`config.mk`:
```
export PLATFORM = sky130hd
export DESIGN_NAME = imem_loader_flat
export DESIGN_NICKNAME = d
export VERILOG_FILES = /design/src/rtl/imem_loader_pkg.sv /design/src/rtl/imem_loader_if.sv /design/src/rtl/imem_loader_byte_packer.sv /design/src/rtl/imem_loader.sv /design/src/flat_wrapper.sv
export SDC_FILE = /design/constraint.sdc
export NUM_CORES = 1
export LEC_CHECK = 0
export ABC_AREA = 1
export CAP_MARGIN = 25
export CORE_ASPECT_RATIO = 0.7
export CORE_UTILIZATION = 35
export CTS_BUF_LIST = sky130_fd_sc_hd__clkbuf_8 sky130_fd_sc_hd__clkbuf_16
export DETAILED_ROUTE_END_ITERATION = 8
export PLACE_DENSITY_LB_ADDON = 0.12
export SETUP_SLACK_MARGIN = 0.2
export SLEW_MARGIN = 10
export SYNTH_ARGS = -nofsm -noshare
export SYNTH_HDL_FRONTEND = slang
export SYNTH_HIERARCHICAL = 1
export SYNTH_SLANG_ARGS = --single-unit
export TNS_END_PERCENT = 100
```
`constraint.sdc`:
```
create_clock -name clk -period 2.7 [get_ports clk]
set_input_delay 0.54 -clock clk [delete_from_list [all_inputs] [get_ports clk]]
set_output_delay 0.54 -clock clk [all_outputs]
set_load 0.05 [all_outputs]
```
`src/rtl/imem_loader_pkg.sv`:
```
// Shared definitions for the boot-time instruction-memory loader: FSM states,
// frame geometry and the state decode used for the stream-ready flag.
package imem_loader_pkg;

  localparam int BYTES_PER_WORD = 4;
  localparam int LEN_BYTES      = 2;

  typedef enum logic [2:0] {
    ST_IDLE   = 3'd0,
    ST_LEN_LO = 3'd1,
    ST_LEN_HI = 3'd2,
    ST_DATA   = 3'd3,
    ST_CKSUM  = 3'd4,
    ST_DONE   = 3'd5,
    ST_ERROR  = 3'd6
  } state_t;

  // States in which a byte of the load frame may be consumed.
  function automatic logic rx_state(state_t s);
    return (s == ST_LEN_LO) || (s == ST_LEN_HI) || (s == ST_DATA) || (s == ST_CKSUM);
  endfunction

endpackage

```
`src/rtl/imem_loader_if.sv`:
```
// Byte-stream input and instruction-memory write bus of the loader.
// Handshake: a byte moves on a rising clk edge where in_valid && in_ready are both 1.
interface imem_loader_if #(
  parameter int DATA_WIDTH = 32,
  parameter int ADDR_WIDTH = 10
) ();

  logic                  in_valid;
  logic [7:0]            in_data;
  logic                  in_ready;
  logic                  imem_we;
  logic [ADDR_WIDTH-1:0] imem_addr;
  logic [DATA_WIDTH-1:0] imem_wdata;

  modport master (
    output in_valid, in_data,
    input  in_ready, imem_we, imem_addr, imem_wdata
  );

  modport slave (
    input  in_valid, in_data,
    output in_ready, imem_we, imem_addr, imem_wdata
  );

endinterface

```
`src/rtl/imem_loader_byte_packer.sv`:
```
// Assembles four consecutive bytes into a little-endian 32-bit word; word_valid
// and word are combinational so the caller can register the write on the 4th byte.
module byte_packer (
  input  logic        clk,
  input  logic        rst,
  input  logic        clr,
  input  logic        byte_valid,
  input  logic [7:0]  byte_data,
  output logic        word_valid,
  output logic [31:0] word,
  output logic [1:0]  lane
);

  logic [1:0]  lane_q;
  logic [31:0] asm_q;

  always_ff @(posedge clk or posedge rst) begin
    if (rst) begin
      lane_q <= 2'd0;
      asm_q  <= 32'd0;
    end else if (clr) begin
      lane_q <= 2'd0;
      asm_q  <= 32'd0;
    end else if (byte_valid) begin
      asm_q[{lane_q, 3'b000} +: 8] <= byte_data;
      lane_q                       <= lane_q + 2'd1;
    end
  end

  // The top lane is taken straight from the bus so the full word exists on the 4th-byte edge.
  always_comb begin
    word        = asm_q;
    word[31:24] = byte_data;
  end

  assign word_valid = byte_valid && (lane_q == 2'd3) && !clr;
  assign lane       = lane_q;

endmodule

```
`src/rtl/imem_loader.sv`:
```
// Boot loader: parses LEN_LO, LEN_HI, 4*N payload bytes and a checksum byte, writes
// words to instruction memory and holds the core in reset until the image verifies.
module imem_loader
  import imem_loader_pkg::*;
#(
  parameter int DATA_WIDTH = 32,
  parameter int ADDR_WIDTH = 10
) (
  input  logic         clk,
  input  logic         rst,
  input  logic         start,
  imem_loader_if.slave bus,
  output logic         core_rst,
  output logic         done,
  output logic         error,
  output state_t       state_dbg
);

  localparam logic [16:0] CAPACITY = 17'd1 << ADDR_WIDTH;

  state_t                state, next_state;
  logic [7:0]            len_lo;
  logic [15:0]           words_left;
  logic [ADDR_WIDTH-1:0] word_idx;
  logic [7:0]            cksum;

  logic                  xfer, data_xfer, load_start, last_byte, len_too_big;
  logic [15:0]           len_full;
  logic                  pk_word_valid;
  logic [31:0]           pk_word;
  logic [1:0]            pk_lane;

  assign xfer        = bus.in_valid && bus.in_ready;
  assign data_xfer   = xfer && (state == ST_DATA);
  assign load_start  = start && ((state == ST_IDLE) || (state == ST_DONE) || (state == ST_ERROR));
  assign len_full    = {bus.in_data, len_lo};
  assign len_too_big = {1'b0, len_full} > CAPACITY;
  assign last_byte   = data_xfer && (pk_lane == 2'd3) && (words_left == 16'd1);
  assign state_dbg   = state;

  byte_packer u_packer (
    .clk        (clk),
    .rst        (rst),
    .clr        (load_start),
    .byte_valid (data_xfer),
    .byte_data  (bus.in_data),
    .word_valid (pk_word_valid),
    .word       (pk_word),
    .lane       (pk_lane)
  );

  always_ff @(posedge clk or posedge rst) begin
    if (rst) state <= ST_IDLE;
    else     state <= next_state;
  end

  always_comb begin
    next_state = state;
    case (state)
      ST_IDLE:   if (start) next_state = ST_LEN_LO;
      ST_LEN_LO: if (xfer)  next_state = ST_LEN_HI;
      ST_LEN_HI: begin
        if (xfer) begin
          if (len_full == 16'd0) next_state = ST_CKSUM;
          else if (len_too_big)  next_state = ST_ERROR;
          else                   next_state = ST_DATA;
        end
      end
      ST_DATA:   if (last_byte) next_state = ST_CKSUM;
      ST_CKSUM:  if (xfer) next_state = (bus.in_data == cksum) ? ST_DONE : ST_ERROR;
      ST_DONE,
      ST_ERROR:  if (start) next_state = ST_LEN_LO;
      default:   next_state = ST_IDLE;
    endcase
  end

  // Status flags and in_ready are registered from next_state so they change on the transition edge.
  always_ff @(posedge clk or posedge rst) begin
    if (rst) begin
      bus.in_ready   <= 1'b0;
      bus.imem_we    <= 1'b0;
      bus.imem_addr  <= '0;
      bus.imem_wdata <= '0;
      core_rst       <= 1'b1;
      done           <= 1'b0;
      error          <= 1'b0;
      len_lo         <= 8'd0;
      words_left     <= 16'd0;
      word_idx       <= '0;
      cksum          <= 8'd0;
    end else begin
      bus.in_ready <= rx_state(next_state);
      core_rst     <= (next_state != ST_DONE);
      done         <= (next_state == ST_DONE);
      error        <= (next_state == ST_ERROR);
      bus.imem_we  <= pk_word_valid;

      if (pk_word_valid) begin
        bus.imem_wdata <= DATA_WIDTH'(pk_word);
        bus.imem_addr  <= word_idx;
        word_idx       <= word_idx + 1'b1;
        words_left     <= words_left - 16'd1;
      end
      if (xfer && (state == ST_LEN_LO)) len_lo <= bus.in_data;
      if (xfer && (state == ST_LEN_HI)) words_left <= len_full;
      if (data_xfer) cksum <= cksum + bus.in_data;
      if (load_start) begin
        word_idx   <= '0;
        words_left <= 16'd0;
        cksum      <= 8'd0;
      end
    end
  end

endmodule

```
`src/flat_wrapper.sv`:
```
// flat-port wrapper written by rule: the top's interface ports become plain ports
module imem_loader_flat import imem_loader_pkg::*;
#(
  parameter int DATA_WIDTH = 32,
  parameter int ADDR_WIDTH = 10
)
  (clk, rst, start, core_rst, done, error, state_dbg, bus_in_valid, bus_in_data, bus_in_ready, bus_imem_we, bus_imem_addr, bus_imem_wdata);
  imem_loader_if #(.DATA_WIDTH(DATA_WIDTH), .ADDR_WIDTH(ADDR_WIDTH)) bus_i ();
  input  logic clk;
  input  logic rst;
  input  logic start;
  output logic core_rst;
  output logic done;
  output logic error;
  output state_t state_dbg;
  input wire logic [$bits(bus_i.in_valid)-1:0] bus_in_valid;
  input wire logic [$bits(bus_i.in_data)-1:0] bus_in_data;
  output wire logic [$bits(bus_i.in_ready)-1:0] bus_in_ready;
  output wire logic [$bits(bus_i.imem_we)-1:0] bus_imem_we;
  output wire logic [$bits(bus_i.imem_addr)-1:0] bus_imem_addr;
  output wire logic [$bits(bus_i.imem_wdata)-1:0] bus_imem_wdata;
  assign bus_i.in_valid = bus_in_valid;
  assign bus_i.in_data = bus_in_data;
  assign bus_in_ready = bus_i.in_ready;
  assign bus_imem_we = bus_i.imem_we;
  assign bus_imem_addr = bus_i.imem_addr;
  assign bus_imem_wdata = bus_i.imem_wdata;
  imem_loader #(.DATA_WIDTH(DATA_WIDTH), .ADDR_WIDTH(ADDR_WIDTH)) u_core (.clk(clk), .rst(rst), .start(start), .bus(bus_i), .core_rst(core_rst), .done(done), .error(error), .state_dbg(state_dbg));
endmodule
```
[Yosys cells after proc, flatten, opt, wreduce, memory -nomap -nowiden]
Cells that the tools add are included.
Operators by class
  multiplexer cells: 21
  order comparisons: 1
  shift-type cells: 2
  equality and inequality tests: 16
  add/subtract/negate cells: 5
  reduce and logical (&&, ||, !) cells: 20
Operator list (count)
  two-way mux 32 bit: 2
  two-way mux 16 bit: 3
  bitwise mux 32 bit: 1
  variable shift 8 x 7 -> 32 bit, first input constant: 1
  indexed part select 8 x 7 -> 32 bit: 1
  two-way mux 3 bit: 7
  two-way mux 10 bit: 2
  equality test 3 bit, second input constant: 6
  equality test 16 x 1 -> 1 bit, second input constant: 1
  > comparator 16 x 11 -> 1 bit, second input constant: 1
  logical NOT 16 bit: 1
  two-way mux 8 bit: 2
  subtractor 16 x 1 -> 16 bit, second input constant: 1
  one-hot mux 3 bit (5 select lines): 1
  equality test 3 x 2 -> 1 bit, second input constant: 4
  adder 10 x 1 -> 10 bit, second input constant: 1
  adder 8 bit: 1
  equality test 8 bit: 1
  logical AND 1 bit: 8
  negator 5 -> 7 bit: 1
  equality test 3 x 1 -> 1 bit, second input constant: 2
  two-way mux 2 bit: 3
  logical OR 1 bit: 5
  nonzero test 2 bit: 2
  7 further kinds: 7
Word-level totals
  bits in registers: 126
  logic and storage cells: 79
  input bits: 12

[Logic depth before layout (Yosys ltp)]
  word-level depth: 10
  depth in mapped cells: 15
  mapped depth without buffers: 14

[Hierarchy]
Netlist, hierarchy kept.
By module, submodules not included
  imem_loader: sequential area each 2303.5 um^2, instances 1, cells each 590, area an instance 4724.5 um^2
  byte_packer: sequential area each 650.6 um^2, instances 1, cells each 167, area an instance 1341.3 um^2

[Worst setup path before layout]
OpenSTA, ideal clock, no wires.
  path type: register -> register
  start: register u_core.state[0], in the netlist u_core/state_dbg[0]
  end: register u_core.bus.imem_wdata[10]
  clock period less this slack: 2443 ps
  buffers on the path: 4
  cell stages (with the launch flop): 13
  data arrival time: 2378 ps
  path slack: 257 ps
  cell sequence: dfrtp_1 nand2_2 nor2_4 nand2_4 inv_2 buf_4 nand2_1 nor2_1 buf_2 clkbuf_1 clkbuf_1 nand2_1 nand2_1
Between the ends
  elaborated cells on any way between the ends: 11
  those cells by class: eq/ne (3); reduce/logical (8)
RTL lines
  start: declaration: RTL line imem_loader.sv:21  | state_t state, next_state;
  start signal: assignment: RTL line imem_loader.sv:54  | else state <= next_state;
  equality test 3 x 2 -> 1 bit: RTL line imem_loader.sv:34  | assign data_xfer = xfer && (state == ST_DATA);
  logical AND 1 bit: RTL line imem_loader.sv:34
  via u_core.data_xfer: RTL line imem_loader.sv:27  | logic xfer, data_xfer, load_start, last_byte, len_too_big;
  logical AND 1 bit (2 in series): RTL line imem_loader_byte_packer.sv:36  | assign word_valid = byte_valid && (lane_q == 2'd3) && !clr;
  via u_core.pk_word_valid: RTL line imem_loader.sv:29  | logic pk_word_valid;
  end signal: assignment: RTL line imem_loader.sv:99  | bus.imem_wdata <= DATA_WIDTH'(pk_word);
  end: declaration: RTL line imem_loader_if.sv:22  | output in_ready, imem_we, imem_addr, imem_wdata
The timed path passes the listed nets, and every way through them passes these cells.
A chain may end at the register's enable or synchronous reset.

[Worst setup path in the final report]
  start: register u_core.state[2], in the netlist u_core/state_dbg[2]
  end: output state_dbg[2]
RTL lines
  end: declaration: RTL line flat_wrapper.sv:15  | output state_t state_dbg;
No word-level cell between the ends.

==> key figures <==
Layout
  • Layout cells sized above 1: 0.126
  • Final #Nets: 855
  • P&R area growth vs syn: 24.6%
  • Ant. Diodes: 0

Run
  • # Max-Cap Violations: 0

STA
  • Crit share post-route: 0.901
  • Post-route setup slack: 268 ps
  • Max Fclk: just over 400 MHz
  • Setup tns final: 0 ps
  • Tmin final: 2430 ps
  • Measured slew at the worst slew-check pin: 541 ps
  • Fin Hold WS: about 470 ps
  • Fin. max-slew vios: 0
  • Final hold vios: 0
  • Relative slew slack: 0.640
  • Setup Skew: about 12 ps
  • RSZ-0062 raised after global routing: false
  • Final Setup Violations: 0

Die
  • Horiz. Die Dim: ~160 um
  • Core Region: 16600 um^2
  • Initial Util: 0.365
  • Die height: between 100 and 150 um
  • Die footprint: ~18000 um^2
  • Cell row count: 39
  • I/O Pins: 62

Clock tree
  • Maximum root-to-sink buffer count: 2
  • Clock latency at the later pin of the worst-skew pair: 430 ps
  • # H-tree levels: 4
  • Num CTS Buffers: 17
  • CTS resizes: 0
  • Root Buffer: clkbuf_16
  • Hold buffer count at cts: 0
  • CTS tree: yes
  • Setup Buffers After CTS: 0
  • Clock transition at the registers of the reported paths: 60 ps
  • Clock Sink Count: about 120

Critical path
  • Max FO, Critical Path: 8
  • Setup crit end kind: primary output
  • Crit-path slowest cell: clkdlybuf4s50_1
  • WP buf/inv: 1
  • Crit path DAT: between 1500 and 2000 ps
  • CP startpoint kind: flip-flop
  • Crit path kind: flip-flop to primary output
  • Cells along the critical path: clkdlybuf4s50_1
  • Worst Path Required: ~2200 ps
  • CP peak stage delay: 890 ps
  • Crit path max-delay family: buffers and inverters

Synthesis
  • Cells after synthesis: 757
  • Combinational family with the most area after synthesis: simple AND/OR/NAND/NOR gates
  • Sequential area share after synthesis: 0.487
  • Synthesized net count: around 790
  • #FFs+latches synth: between 100 and 150
  • Post-synth EDFFs: 0
  • Async SR Flop Fraction: 1.00
  • Post-Syn Area: approximately 6000 um^2
  • Post-synthesis mux area share: 0
  • Top_reg_cell synth: dfrtp_1
  • Simple-Gate Fraction of Synth Area: 0.299
  • Post-synthesis cell type count: 44
  • Area share of fa/ha/maj cells after synthesis: 0.0342
  • Post-synthesis compound-gate area fraction: 0.0955
  • Warnings, synthesis: 6
  • Mapped Avg Cell Area: between 8 and 9 um^2
  • Synth Area in XOR/XNOR: 0.0101

Place
  • GPL Wtd Cong: ~0.82
  • Pre-CTS WS: between 70 and 80 ps
  • I/O Buffers: between 60 and 70
  • Hpwl dp: between 10000 and 15000 um

GRT
  • First-pass GRT wire length: approximately 26000 um
  • Total gr overflow: 0
  • Initial antenna violation count: 0
  • Total GRT Usage: 0.190
  • Largest net degree at the start of global routing: 93
  • Vias in the first global route: 4905

Drt
  • Final wirelength: roughly 16000 um
  • Vias per inst: ~4.9
  • DR vias: 5186
  • DRT antenna net count: 0
  • Iter 0 DRT Violations: just under 300
  • Routed wire per std cell: between 10 and 15 um
  • Residual DRC: 0
  • First-pass iteration count of the detailed router: 6

Power and ir drop
  • Leakage power: approximately 0.0038 uW
  • Max VDD drop: ~0.00047 V
  • PwrDens: between 900 and 1000 nW/um^2

Run status
  • Status: finished clean

Hold path
  • Min-delay worst type: flip-flop to flip-flop
==> synth_stat cells, types with 7 or more instances <==
cell / count / share of area
inv_2: 9 / 0.0056
clkbuf_1: 9 / 0.0056
o21ai_1: 15 / 0.012
xor2_1: 7 / 0.010
buf_4: 9 / 0.011
nor2_2: 7 / 0.0072
nand2_1: 258 / 0.16
nor2_1: 63 / 0.039
nand3_1: 56 / 0.046
ha_1: 15 / 0.031
nand2_2: 9 / 0.0093
inv_1: 53 / 0.033
dfrtp_1: 117 / 0.48
o21ai_0: 36 / 0.030
a21oi_1: 25 / 0.021
==> routing by layer <==
layer | global-route usage | vias up | wire (um)
li1 | - | 2567 | -
met1 | 0.291 | 2461 | 8420
met2 | 0.256 | 144 | 6370
met3 | 0.0436 | 14 | 891
met4 | 0.0699 | 0 | 187
met5 | 0 | - | 0
==> path summary, 6_finish.rpt <==
path	slack, ps	to	cells past startpoint	startpoint
setup / recovery	270	state_dbg[2]	1	u_core/state_dbg[2]$_DFF_PP0_
hold / removal	470	u_core/bus.imem_addr[1]$_DFFE_PP0P_	2	u_core/bus.imem_addr[1]$_DFFE_PP0P_
setup reg to reg	490	u_core/word_idx[9]$_DFFE_PP0P_	13	u_core/state_dbg[0]$_DFF_PP0_
hold reg to reg	470	u_core/bus.imem_addr[1]$_DFFE_PP0P_	2	u_core/bus.imem_addr[1]$_DFFE_PP0P_
max in group asynchronous	1640	u_core/cksum[4]$_DFFE_PP0P_	3	rst
min in group asynchronous	560	u_core/u_packer/asm_q[8]$_DFFE_PP0P_	3	rst
==> cells in the final DEF, fill, tap and decap left out, types with 3 or more instances in the layout <==
cell,count
dfrtp_1,117
inv_1,52
nor2_1,62
nand2_2,9
o21ai_1,15
clkdlybuf4s50_1,61
clkbuf_16,17
o21ai_0,36
nand3_1,56
inv_2,9
nor2_2,8
nand2_1,258
a21oi_1,25
ha_1,15
xor2_1,7
inv_6,5
nor2_4,6
nand4_1,3
buf_4,18
nor3_1,6
bufinv_16,3
clkinv_4,4
o21ai_2,3
o22ai_2,5
nand2_4,3
o22ai_1,4
o31ai_1,3
==> metrics by stage <==
stage          utilization  total power [uW]  cell area, um^2  cells
2_1_floorplan            -              4090             6070    757
3_3_place_gp         0.417              4670             6940   1033
3_5_place_dp         0.417              4710             6940   1033
4_1_cts              0.454              7120             7560   1065
5_1_grt              0.454              7510             7560   1065
6_report             0.454              7080             7560   1065
==> area by class of cell <==
cell class                 count  area [um^2]
sequential                   118         2950
fill                        1652         9080
timing repair buffer          80          766
clock buffer                  19          453
multi-input combinational    542         2660
tap                          225          282
clock inverter                13          169
inverter                      68          274
==> cell families after synthesis <==
kind of cell    Yosys count
buf+inv                  97
compound gates           98
simple gates            421
xor+xnor                  7
flops                   118
fa+ha+maj                16
==> where the power goes <==
part	internal [uW]	switching, uW
Sequential	2040	240
Clock	1510	861
Combinational	791	1630
Total	4340	2740
==> state kept, by name (all words and copies together) (netlist names), 2 cells and up <==
name	flops
u_core/bus.imem_wdata	32
u_core/u_packer/asm_q	24
u_core/words_left	16
u_core/bus.imem_addr	10
u_core/word_idx	10
u_core/cksum	8
u_core/len_lo	8
u_core/state_dbg	3
u_core/u_packer/lane	2
(Power assumes the default switching activity.)
